==> src/rtl/gf_muls_4_dom_pipe.sv <==
// ============================================================================
//  Module      : gf_muls_4_dom_pipe
//  Description : LANES-wide two-share DOM-indep GF(2^4) multiplier in the
//                normal basis [alpha^8, alpha^2]. Cross-domain partial
//                products are refreshed with z and registered before they
//                are compressed. Optional output register. Global-stall
//                valid/ready flow control.
//  Revision    : 1.0 - initial release
// ============================================================================
`default_nettype none

module gf_muls_4_dom_pipe #(
    parameter int LANES   = 1,
    parameter int OUT_REG = 0
) (
    input  logic                 clk,
    input  logic                 rst,
    input  logic                 in_valid,
    output logic                 in_ready,
    input  logic [4*LANES-1:0]   a0,
    input  logic [4*LANES-1:0]   a1,
    input  logic [4*LANES-1:0]   b0,
    input  logic [4*LANES-1:0]   b1,
    input  logic [4*LANES-1:0]   z,
    output logic                 out_valid,
    input  logic                 out_ready,
    output logic [4*LANES-1:0]   q0,
    output logic [4*LANES-1:0]   q1
);

    localparam int c_width = 4 * LANES;

    // GF(2^2) multiply in normal basis
    function automatic logic [1:0] f_mul2(input logic [1:0] x, input logic [1:0] y);
        logic s;
        s = (x[1] ^ x[0]) & (y[1] ^ y[0]);
        return {(x[1] & y[1]) ^ s, (x[0] & y[0]) ^ s};
    endfunction

    // GF(2^2) multiply fused with the scaling by the GF(2^4) constant
    function automatic logic [1:0] f_scl2(input logic [1:0] x, input logic [1:0] y);
        logic t;
        t = x[0] & y[0];
        return {((x[1] ^ x[0]) & (y[1] ^ y[0])) ^ t, (x[1] & y[1]) ^ t};
    endfunction

    // GF(2^4) multiply built from the GF(2^2) tower
    function automatic logic [3:0] f_mul4(input logic [3:0] a, input logic [3:0] b);
        logic [1:0] p;
        p = f_scl2(a[3:2] ^ a[1:0], b[3:2] ^ b[1:0]);
        return {f_mul2(a[3:2], b[3:2]) ^ p, f_mul2(a[1:0], b[1:0]) ^ p};
    endfunction

    logic               w_en;
    logic [c_width-1:0] w_t00;
    logic [c_width-1:0] w_t01;
    logic [c_width-1:0] w_t10;
    logic [c_width-1:0] w_t11;
    logic [c_width-1:0] r_t00;
    logic [c_width-1:0] r_t01;
    logic [c_width-1:0] r_t10;
    logic [c_width-1:0] r_t11;
    logic               r_v1;
    logic [c_width-1:0] w_c0;
    logic [c_width-1:0] w_c1;

    // Global stall: the whole pipe advances only when the output slot frees up.
    // in_ready depends on state and out_ready only, never on in_valid.
    assign w_en     = !out_valid || out_ready;
    assign in_ready = w_en;

    // Per-lane partial products; cross terms are refreshed with the same z so
    // that z cancels in q0^q1.
    generate
        for (genvar i = 0; i < LANES; i++) begin : g_lane
            assign w_t00[4*i +: 4] = f_mul4(a0[4*i +: 4], b0[4*i +: 4]);
            assign w_t11[4*i +: 4] = f_mul4(a1[4*i +: 4], b1[4*i +: 4]);
            assign w_t01[4*i +: 4] = f_mul4(a0[4*i +: 4], b1[4*i +: 4]) ^ z[4*i +: 4];
            assign w_t10[4*i +: 4] = f_mul4(a1[4*i +: 4], b0[4*i +: 4]) ^ z[4*i +: 4];
        end
    endgenerate

    // Stage 1: register all four terms before any cross-domain compression
    always_ff @(posedge clk) begin
        if (rst) begin
            r_v1  <= 1'b0;
            r_t00 <= '0;
            r_t01 <= '0;
            r_t10 <= '0;
            r_t11 <= '0;
        end else if (w_en) begin
            r_v1  <= in_valid;
            r_t00 <= w_t00;
            r_t01 <= w_t01;
            r_t10 <= w_t10;
            r_t11 <= w_t11;
        end
    end

    // Compression: each output share only touches its own domain plus a
    // registered refreshed cross term.
    assign w_c0 = r_t00 ^ r_t01;
    assign w_c1 = r_t11 ^ r_t10;

    generate
        if (OUT_REG != 0) begin : g_out_reg
            logic               r_v2;
            logic [c_width-1:0] r_q0;
            logic [c_width-1:0] r_q1;

            // Stage 2: optional output register, stalls together with stage 1
            always_ff @(posedge clk) begin
                if (rst) begin
                    r_v2 <= 1'b0;
                    r_q0 <= '0;
                    r_q1 <= '0;
                end else if (w_en) begin
                    r_v2 <= r_v1;
                    r_q0 <= w_c0;
                    r_q1 <= w_c1;
                end
            end

            assign out_valid = r_v2;
            assign q0        = r_q0;
            assign q1        = r_q1;
        end else begin : g_out_comb
            assign out_valid = r_v1;
            assign q0        = w_c0;
            assign q1        = w_c1;
        end
    endgenerate

endmodule

`default_nettype wire
==> config.mk <==
export PLATFORM = sky130hd
export DESIGN_NAME = gf_muls_4_dom_pipe
export DESIGN_NICKNAME = d
export VERILOG_FILES = /design/src/rtl/gf_muls_4_dom_pipe.sv
export SDC_FILE = /design/constraint.sdc
export NUM_CORES = 1
export LEC_CHECK = 0
export CAP_MARGIN = 20
export CORE_MARGIN = 5
export CORE_UTILIZATION = 58
export CTS_CLUSTER_DIAMETER = 30
export CTS_CLUSTER_SIZE = 25
export DETAILED_ROUTE_END_ITERATION = 10
export DONT_BUFFER_PORTS = 1
export PLACE_DENSITY_LB_ADDON = 0.1
export SYNTH_ARGS = -nofsm -noshare
export SYNTH_HDL_FRONTEND = slang
export SYNTH_SLANG_ARGS = --single-unit
==> constraint.sdc <==
create_clock -name clk -period 1.3 [get_ports clk]
set_input_delay 0.13 -clock clk [delete_from_list [all_inputs] [get_ports clk]]
set_output_delay 0.13 -clock clk [all_outputs]
set_load 0.02 [all_outputs]
==> metrics.csv, run 1 <==
stage,metric,value,unit
clock_network,"CTS clk-pin slew, worst paths",0.09,ns
cells_and_area,final core occ,59.9,%
power,PD cells,977,nW/um^2
synth,Synth area leader,dfxtp_1,
route,drt pass-1 iters,4,
critical_path,slowest cell on the critical path,xor2_1,
synth,top-area cell type share of the netlist area,18.7,%
sta,Final Hold Vio Count,0,
clock_network,TritonCTS clock tree,done,
floorplanning,Die ar.,4350,um^2
clock_network,CTS Root Cell,clkbuf_4,
floorplanning,Initial Util,60.0,%
power,Peak VDD IR,0.335,mV
sta,fmax,843,MHz
global_routing,initial antenna violation count,0,
critical_path,CP peak stage delay,0.40,ns
floorplanning,Die X,65.9,um
synth,flop and latch count out of synthesis,17,
route,Initial DRC Count,74,
critical_path,WS Path Type,reg -> out,
synth,Synth Flop Type,dfxtp_1,
critical_path,"Data arrival, critical path",1.06,ns
global_routing,largest net degree at the start of global routing,28,
worst_hold_path,HP Start,rst,
cells_and_area,antenna cells,0,
sta,RSZ-0062 raised after global routing,no,
cells_and_area,final std cells w/o fill,251,
power,Pleak,0.678,nW
clock_network,clk sinks,17,
synth,"Cell Area, Synth",1820,um^2
clock_network,total CTS buffers,3,
cells_and_area,post-route design area,1810,um^2
synth,Post-synth EDFFs,0,
critical_path,Critical Path Sink Type,primary output,
route,drc violations,0,
floorplanning,Core Region,3030,um^2
synth,Synthesis Warnings,0,
clock_network,Max Root-Sink Buffers,2,
global_routing,Global Route Usage Sum,16.6,%
cells_and_area,Filler Cells Inserted,284,
sta,Final Skew,0.00490,ns
sta,relative slew slack,68.6,%
clock_network,"Hold-fix buffers, CTS",2,
worst_hold_path,Worst Hold Class,in -> reg,
route,Routed Antenna Nets,0,
placed_design,Area after DPL,1770,um^2
global_routing,total gr overflow,0,
critical_path,largest delay contributor family on the critical path,XOR/XNOR gates,
critical_path,reg-to-reg critical path startpoint,out_valid,
synth,share of flip-flops with an asynchronous set or reset,0,%
synth,Synth top cells by count,"xnor2_1 (23), nor2_1 (21), nand2b_1 (20)",
clock_network,Worst-Skew Late Latency,0.29,ns
synth,top-count cell post-synth,xnor2_1,
synth,"top cells by area, synth","dfxtp_1 (19%), xnor2_1 (11%), xor2_1 (9.2%)",
global_routing,vias in the first global route,1224,
cells_and_area,nets,232,
power,Design Power,1.77,mW
route,WL final,3640,um
cells_and_area,"Area growth, synth to finish",-0.0689,%
placed_design,Detailed Place HPWL,2830,um
critical_path,worst path cell trace,xor2_1,
placed_design,dpl cells,245,
synth,post-synth net total,241,
sta,# setup viols final,0,
synth,sequential fraction of the synthesis area,18.7,%
synth,syn_area_per_cell,8.37,um^2
critical_path,WP data required,1.17,ns
floorplanning,I/O pins,34,
sta,actual slew at the worst max-slew pin,0.469,ns
sta,Final Max Tran Viols,0,
route,vias per cell,5.54,
placed_design,Port Buffer Count,0,
floorplanning,Cell Rows,20,
critical_path,Max Fanout on Critical Path,2,
clock_network,Clock H-tree levels,1,
critical_path,Worst setup startpoint,r_t01[1],
route,WL/cell,14.5,um
critical_path,crit path launch type,flip-flop,
synth,Post-Synthesis Cells,217,
sta,Tcrit/Tclk final,91.3,%
critical_path,crit path buf inv count,0,
run,Max Cap Viol,0,
placed_design,Placer Congestion,0.792,
clock_network,Setup Buffers After CTS,0,
sta,minimum clock period,1.19,ns
cells_and_area,share of cells above drive strength 1,14.5,%
status,status,"complete, no violations",
sta,Setup TNS Final,0,ns
synth,Synth cell types,37,
global_routing,first-pass GRT wire length,5690,um
clock_network,# resized after CTS,0,
floorplanning,overall die height,65.9,um
route,detailed-route via count,1390,
## flip-flops by register name (all words and copies together) (netlist names)
name and count:
out_valid 1, r_t00 4, r_t01 4, r_t10 4, r_t11 4
## power by group
part	internal [mW]	total, mW	switching [mW]
clock	0.119	0.275	0.155
combinational	0.366	0.821	0.456
sequential	0.614	0.677	0.0622
total	1.10	1.77	0.673
## worst paths after layout
kind	to	slack, ns	depth (start not counted)
hold / removal	r_t10[0]	0.01	2
setup reg to reg	r_t01[2]	0.18	4
hold reg to reg	r_t10[0]	0.49	2
setup / recovery	q0[1]	0.11	1
## logic make-up after synthesis
kind of cell	count (synthesis)	synth area share, %
simple gates	65	17.7
buf+inv	23	8.34
mux	12	7.31
compound gates	50	18.0
xor+xnor	50	29.9
flops	17	18.7
## metal layers
layer	part of all wire [%]	wire length, um	track usage [%]
met1	45	1650	20.8
met2	48	1750	29.0
met3	4.9	178	2.21
met4	1.8	64	5.84
met5	0	0	0
## through the flow
step / hold WS (ns) / setup slack [ns]
after global routing: 0.00137 / 0.0412
after floorplan: 0.259 / 0.00254
after detailed placement: 0.203 / -0.00720
after CTS: 0.00809 / 0.0957
final: 0.0121 / 0.113
after global placement: 0.203 / -0.00212
## final cells by class
| type | instances | area, um^2 | share of cell area (%) |
|---|---|---|---|
| well taps | 44 | 55.1 | 3.03 |
| inverters | 3 | 11.3 | 0.621 |
| clock buffers | 4 | 26.3 | 1.45 |
| flip-flops and latches | 17 | 340 | 18.8 |
| repair buffers | 6 | 50.0 | 2.76 |
| multi-input cells | 177 | 1330 | 73.4 |
## layout by cell type, fill, tap and decap left out, drive strengths merged, types with 3 or more instances in the layout
master	n
a22oi	8
nor2	21
xor2	23
nor3	3
inv	3
a21oi	11
o21ai	13
nand2	14
dfxtp	17
o22ai	4
clkbuf	4
mux2	10
a211oi	9
xnor2	27
buf	4
nand2b	20
(Power assumes the default switching activity.)
==> run 2: changes to the inputs <==
- CORE_UTILIZATION: 58 -> 55
- GPL_TIMING_DRIVEN: unset -> 0
==> run 2 against run 1 <==
Net effect:
- count of clock-buffer cells in the layout is the same
- largest power group unchanged
- non-clock buffer count rose by 15
- clock skew down 0.0043 ns
- setup slack got worse by 0.063 ns
==> metrics.csv, run 2 (synthesized netlist as in run 1, its figures left out) <==
stage,metric,value,unit
status,status,"complete, no violations",
route,drt pass-1 iters,4,
global_routing,largest net degree at the start of global routing,11,
clock_network,total CTS buffers,3,
clock_network,Worst-Skew Late Latency,0.29,ns
critical_path,Critical Path Sink Type,flip-flop,
clock_network,Setup Buffers After CTS,0,
cells_and_area,final core occ,63.4,%
power,Peak VDD IR,0.313,mV
sta,Setup TNS Final,0,ns
worst_hold_path,HP Start,z[0],
critical_path,flop2flop setup slack,0.05,ns
cells_and_area,share of cells above drive strength 1,21.2,%
sta,actual slew at the worst max-slew pin,0.481,ns
critical_path,reg-to-reg critical path startpoint,out_valid,
floorplanning,Initial Util,58.5,%
run,Max Cap Viol,0,
sta,WHS,0.120,ns
sta,RSZ-0062 raised after global routing,yes,
power,Pleak,0.765,nW
critical_path,worst reg2reg path depth,5,
sta,Final Skew,0.000586,ns
sta,Final Max Tran Viols,0,
critical_path,CP peak stage delay,0.37,ns
power,Design Power,1.90,mW
clock_network,clk sinks,17,
cells_and_area,"commonest cells after routing, fill and taps aside","xnor2_1 (22), nor2_1 (21), xor2_1 (19), nand2b_1 (18), dfxtp_1 (16)",
global_routing,vias in the first global route,1322,
global_routing,total gr overflow,0,
sta,relative slew slack,67.9,%
clock_network,Max Root-Sink Buffers,2,
floorplanning,Die X,67.5,um
cells_and_area,antenna cells,0,
floorplanning,overall die height,67.5,um
cells_and_area,nets,247,
clock_network,Clock H-tree levels,1,
route,WL final,3760,um
sta,minimum clock period,1.25,ns
power,PD cells,966,nW/um^2
placed_design,Port Buffer Count,0,
sta,# setup viols final,0,
sta,Tcrit/Tclk final,96.1,%
cells_and_area,"Area growth, synth to finish",8.34,%
critical_path,reg2reg end,r_t01[2],
cells_and_area,area of the multi-input gates,1360,um^2
route,WL/cell,14.1,um
critical_path,WP data required,1.49,ns
sta,fmax,800,MHz
worst_hold_path,Worst Hold Class,in -> reg,
route,vias per cell,5.44,
floorplanning,Cell Rows,20,
cells_and_area,"commonest non-fill, non-tap cell in the layout",xnor2_1,
clock_network,CTS Root Cell,clkbuf_4,
placed_design,Detailed Place HPWL,3090,um
floorplanning,Core Region,3100,um^2
critical_path,"Data arrival, critical path",1.44,ns
clock_network,"CTS clk-pin slew, worst paths",0.09,ns
worst_hold_path,hold path depth,3,
critical_path,crit path launch type,flip-flop,
critical_path,Max Fanout on Critical Path,10,
route,drc violations,0,
clock_network,TritonCTS clock tree,done,
global_routing,first-pass GRT wire length,6020,um
floorplanning,I/O pins,34,
cells_and_area,FF+latch area,342,um^2
cells_and_area,Filler Cells Inserted,289,
global_routing,Global Route Usage Sum,17.6,%
sta,Final Hold Vio Count,0,
global_routing,initial antenna violation count,0,
placed_design,Placer Congestion,0.832,
critical_path,WS Path Type,reg -> reg,
route,Routed Antenna Nets,0,
route,detailed-route via count,1446,
critical_path,slowest cell on the critical path,dfxtp_2,
critical_path,worst path cell trace,nand2b_1 -> clkbuf_8 -> nand2b_4 -> or3_1 -> o311ai_1,
route,Initial DRC Count,116,
floorplanning,Die ar.,4550,um^2
worst_hold_path,worst min-delay path endpoint,r_t01[0],
-- run 2: cell count changes in the layout (fill, tap and decap cells not counted), sizes merged --
cell | previous run | this run
buf | 4 | 16
dlygate4sd3 | 2 | 1
clkbuf | 4 | 8
-- run 2: routing by layer --
layer | track usage (%) | wire (um) | vias up
met3 | 1.33 | 145 | 5
met2 | 32.5 | 1960 | 30
met4 | 6.84 | 54 | 0
li1 | - | - | 745
met5 | 0 | 0 | -
met1 | 20.9 | 1600 | 666
-- run 2: area by class of cell --
| class | count | share of cell area [%] |
|---|---|---|
| multi-input cells | 177 | 69.0 |
| flip-flops and latches | 17 | 17.4 |
| plain buffers | 20 | 8.40 |
| well taps | 44 | 2.80 |
| clock buffers | 4 | 1.34 |
| inverters | 3 | 0.573 |
| repair buffers | 1 | 0.509 |
-- run 2: repair_timing --
item,4_1_cts,5_1_grt
endpoints found under the setup margin,13,7
hold buffers,1,0
endpoints found under the hold margin,1,0
resized for setup,6,5
-- run 2: critical path, delay by kind of cell, from the launching register on --
| kind | cells | cell delay, ns |
|---|---|---|
| flip-flops | 1 | 0.37 |
| AO/OA/AOI/OAI | 1 | 0.10 |
| AND/OR/NAND/NOR | 3 | 0.50 |
| buffers and inverters | 1 | 0.18 |
-- run 2: worst max path at each step --
stage | from | endpoint | slack [ns] | cells past startpoint
final | out_valid | r_t01[2] | 0.05 | 5
after global routing | out_valid | r_t01[2] | -0.02 | 5
after CTS | out_valid | r_t01[2] | 0.006 | 5
after detailed placement | b0[1] | r_t00[0] | -0.26 | 6
after global placement | b0[3] | r_t00[2] | -0.18 | 6
after floorplan | b1[2] | r_t01[2] | 0.003 | 7
-- run 2: where the power goes --
group          internal, mW  switching (mW)
combinational         0.395           0.539
sequential            0.615          0.0667
clock                 0.120           0.165
-- run 2: stage by stage --
stage                     area, um^2  instances  worst slack [ns]
final                           1970        266            0.0502
after global routing            1970        266           -0.0167
after floorplan                 1830        217           0.00254
after detailed placement        1890        261            -0.260
after global placement          1890        261            -0.178
after CTS                       1940        266           0.00617
==> run 3: changes to the inputs <==
- CORE_MARGIN: 5 -> 2
==> run 3 against run 2 <==
Net effect:
- die area decreased by 17%
- setup slack improved by 0.037 ns
- sequential power decreased by 0.7%
- first-iteration DRC count decreased by 34%
- design area unchanged
- final cell count unchanged
- hold slack got worse by 0.016 ns
==> metrics.csv, run 3 (synthesized netlist as in run 1, its figures left out) <==
stage,metric,value,unit
status,status,"complete, no violations",
cells_and_area,post-route design area,1970,um^2
sta,Final Hold Vio Count,0,
clock_network,TritonCTS clock tree,done,
clock_network,total CTS buffers,3,
floorplanning,Initial Util,58.5,%
floorplanning,overall die height,61.5,um
placed_design,dpl cells,261,
sta,minimum clock period,1.21,ns
worst_hold_path,Worst Hold Class,in -> reg,
critical_path,"Data arrival, critical path",1.08,ns
route,Initial DRC Count,76,
global_routing,vias in the first global route,1288,
placed_design,Area after DPL,1890,um^2
critical_path,WS Path Type,reg -> out,
route,drt pass-1 iters,4,
critical_path,Max Fanout on Critical Path,10,
sta,fmax,825,MHz
critical_path,Critical Path Sink Type,primary output,
global_routing,total gr overflow,0,
critical_path,worst path cell trace,nand2b_1 -> buf_6 -> buf_6,
cells_and_area,area of the multi-input gates,1360,um^2
sta,Tcrit/Tclk final,93.3,%
clock_network,CTS Root Cell,clkbuf_4,
clock_network,clk sinks,17,
cells_and_area,nets,247,
global_routing,met1 usage,26.2,%
global_routing,first-pass GRT wire length,5750,um
critical_path,Worst setup startpoint,out_valid,
critical_path,reg-to-reg critical path startpoint,out_valid,
power,Design Power,1.89,mW
global_routing,Most Crowded Layer GR,met2,
global_routing,met2 GRT Util,36.5,%
critical_path,reg2reg end,r_t01[2],
route,WL/cell,13.6,um
global_routing,Global Route Usage Sum,20.5,%
route,vias per cell,5.35,
cells_and_area,"commonest cells after routing, fill and taps aside","xnor2_1 (22), nor2_1 (21), xor2_1 (19), nand2b_1 (18), dfxtp_1 (16)",
route,WL final,3610,um
power,Pleak,0.765,nW
floorplanning,Die ar.,3780,um^2
critical_path,slowest cell on the critical path,dfxtp_2,
cells_and_area,final std cells w/o fill,266,
floorplanning,Die X,61.5,um
power,Peak VDD IR,0.355,mV
cells_and_area,"Area growth, synth to finish",8.34,%
sta,# setup viols final,0,
route,drc violations,0,
cells_and_area,Filler Cells Inserted,282,
clock_network,Setup Buffers After CTS,0,
critical_path,worst reg2reg path depth,5,
floorplanning,Core Region,3100,um^2
critical_path,CP dominant cell by count,buf_6,
global_routing,met3 Use GR,1.26,%
clock_network,"CTS clk-pin slew, worst paths",0.09,ns
placed_design,Port Buffer Count,0,
sta,RSZ-0062 raised after global routing,no,
route,Routed Antenna Nets,0,
clock_network,Worst-Skew Late Latency,0.29,ns
sta,Final Skew,0.00157,ns
sta,actual slew at the worst max-slew pin,0.449,ns
sta,Final Max Tran Viols,0,
worst_hold_path,hold path depth,3,
cells_and_area,FF+latch area,342,um^2
floorplanning,I/O pins,34,
critical_path,CP peak stage delay,0.37,ns
cells_and_area,share of cells above drive strength 1,21.2,%
global_routing,largest net degree at the start of global routing,11,
sta,Setup TNS Final,0,ns
cells_and_area,"commonest non-fill, non-tap cell in the layout",xnor2_1,
placed_design,Detailed Place HPWL,2880,um
placed_design,Placer Congestion,0.777,
clock_network,Clock H-tree levels,1,
sta,relative slew slack,70.0,%
critical_path,flop2flop setup slack,0.09,ns
floorplanning,Cell Rows,20,
critical_path,end point of the critical path,in_ready,
critical_path,WP data required,1.17,ns
global_routing,initial antenna violation count,0,
route,detailed-route via count,1423,
critical_path,crit path launch type,flip-flop,
run,Max Cap Viol,0,
power,PD cells,959,nW/um^2
clock_network,Max Root-Sink Buffers,2,
cells_and_area,antenna cells,0,
-- run 3: repair_timing --
item,4_1_cts,5_1_grt
hold buffers,1,0
hold endpoints to repair,1,0
resized for setup,5,8
endpoints found under the setup margin,13,9
-- run 3: critical path: cells and delay by family, from the launching register on --
kind                   cells  cell delay, ns
AND/OR/NAND/NOR            1            0.10
flip-flops                 1            0.37
buffers and inverters      2            0.33
-- run 3: worst min-delay path by stage --
stage / start / to / slack [ns]
floorplan: in_valid / out_valid / 0.26
global placement: in_valid / out_valid / 0.27
detailed placement: in_valid / out_valid / 0.27
CTS: z[2] / r_t01[2] / 0.11
global route: z[2] / r_t01[2] / 0.12
finish: z[2] / r_t01[2] / 0.10
-- run 3: area by class of cell --
type | count | share of cell area (%)
plain buffers | 20 | 8.40
clock buffers | 4 | 1.34
inverters | 3 | 0.573
multi-input cells | 177 | 69.0
flip-flops and latches | 17 | 17.4
well taps | 44 | 2.80
repair buffers | 1 | 0.509
-- run 3: where the power goes --
group          leakage, nW  total [mW]  switching [mW]  internal, mW
registers            0.142       0.677          0.0621         0.615
clock network       0.0150       0.279           0.160         0.119
logic                0.608       0.931           0.536         0.395
-- run 3: per-layer routing --
metal	part of all wire, %	vias up
li1	-	743
met2	49	29
met5	0	-
met3	2.5	7
met4	2.1	0
met1	47	644
-- run 3: stage by stage --
step | util, % | setup slack, ns | hold WS [ns]
final | 63.4 | 0.0872 | 0.103
after global routing | 63.4 | 0.0100 | 0.125
after CTS | 62.3 | 0.0120 | 0.111
after detailed placement | 60.8 | -0.267 | 0.270
after global placement | 60.8 | -0.176 | 0.267
after floorplan | - | 0.00254 | 0.259
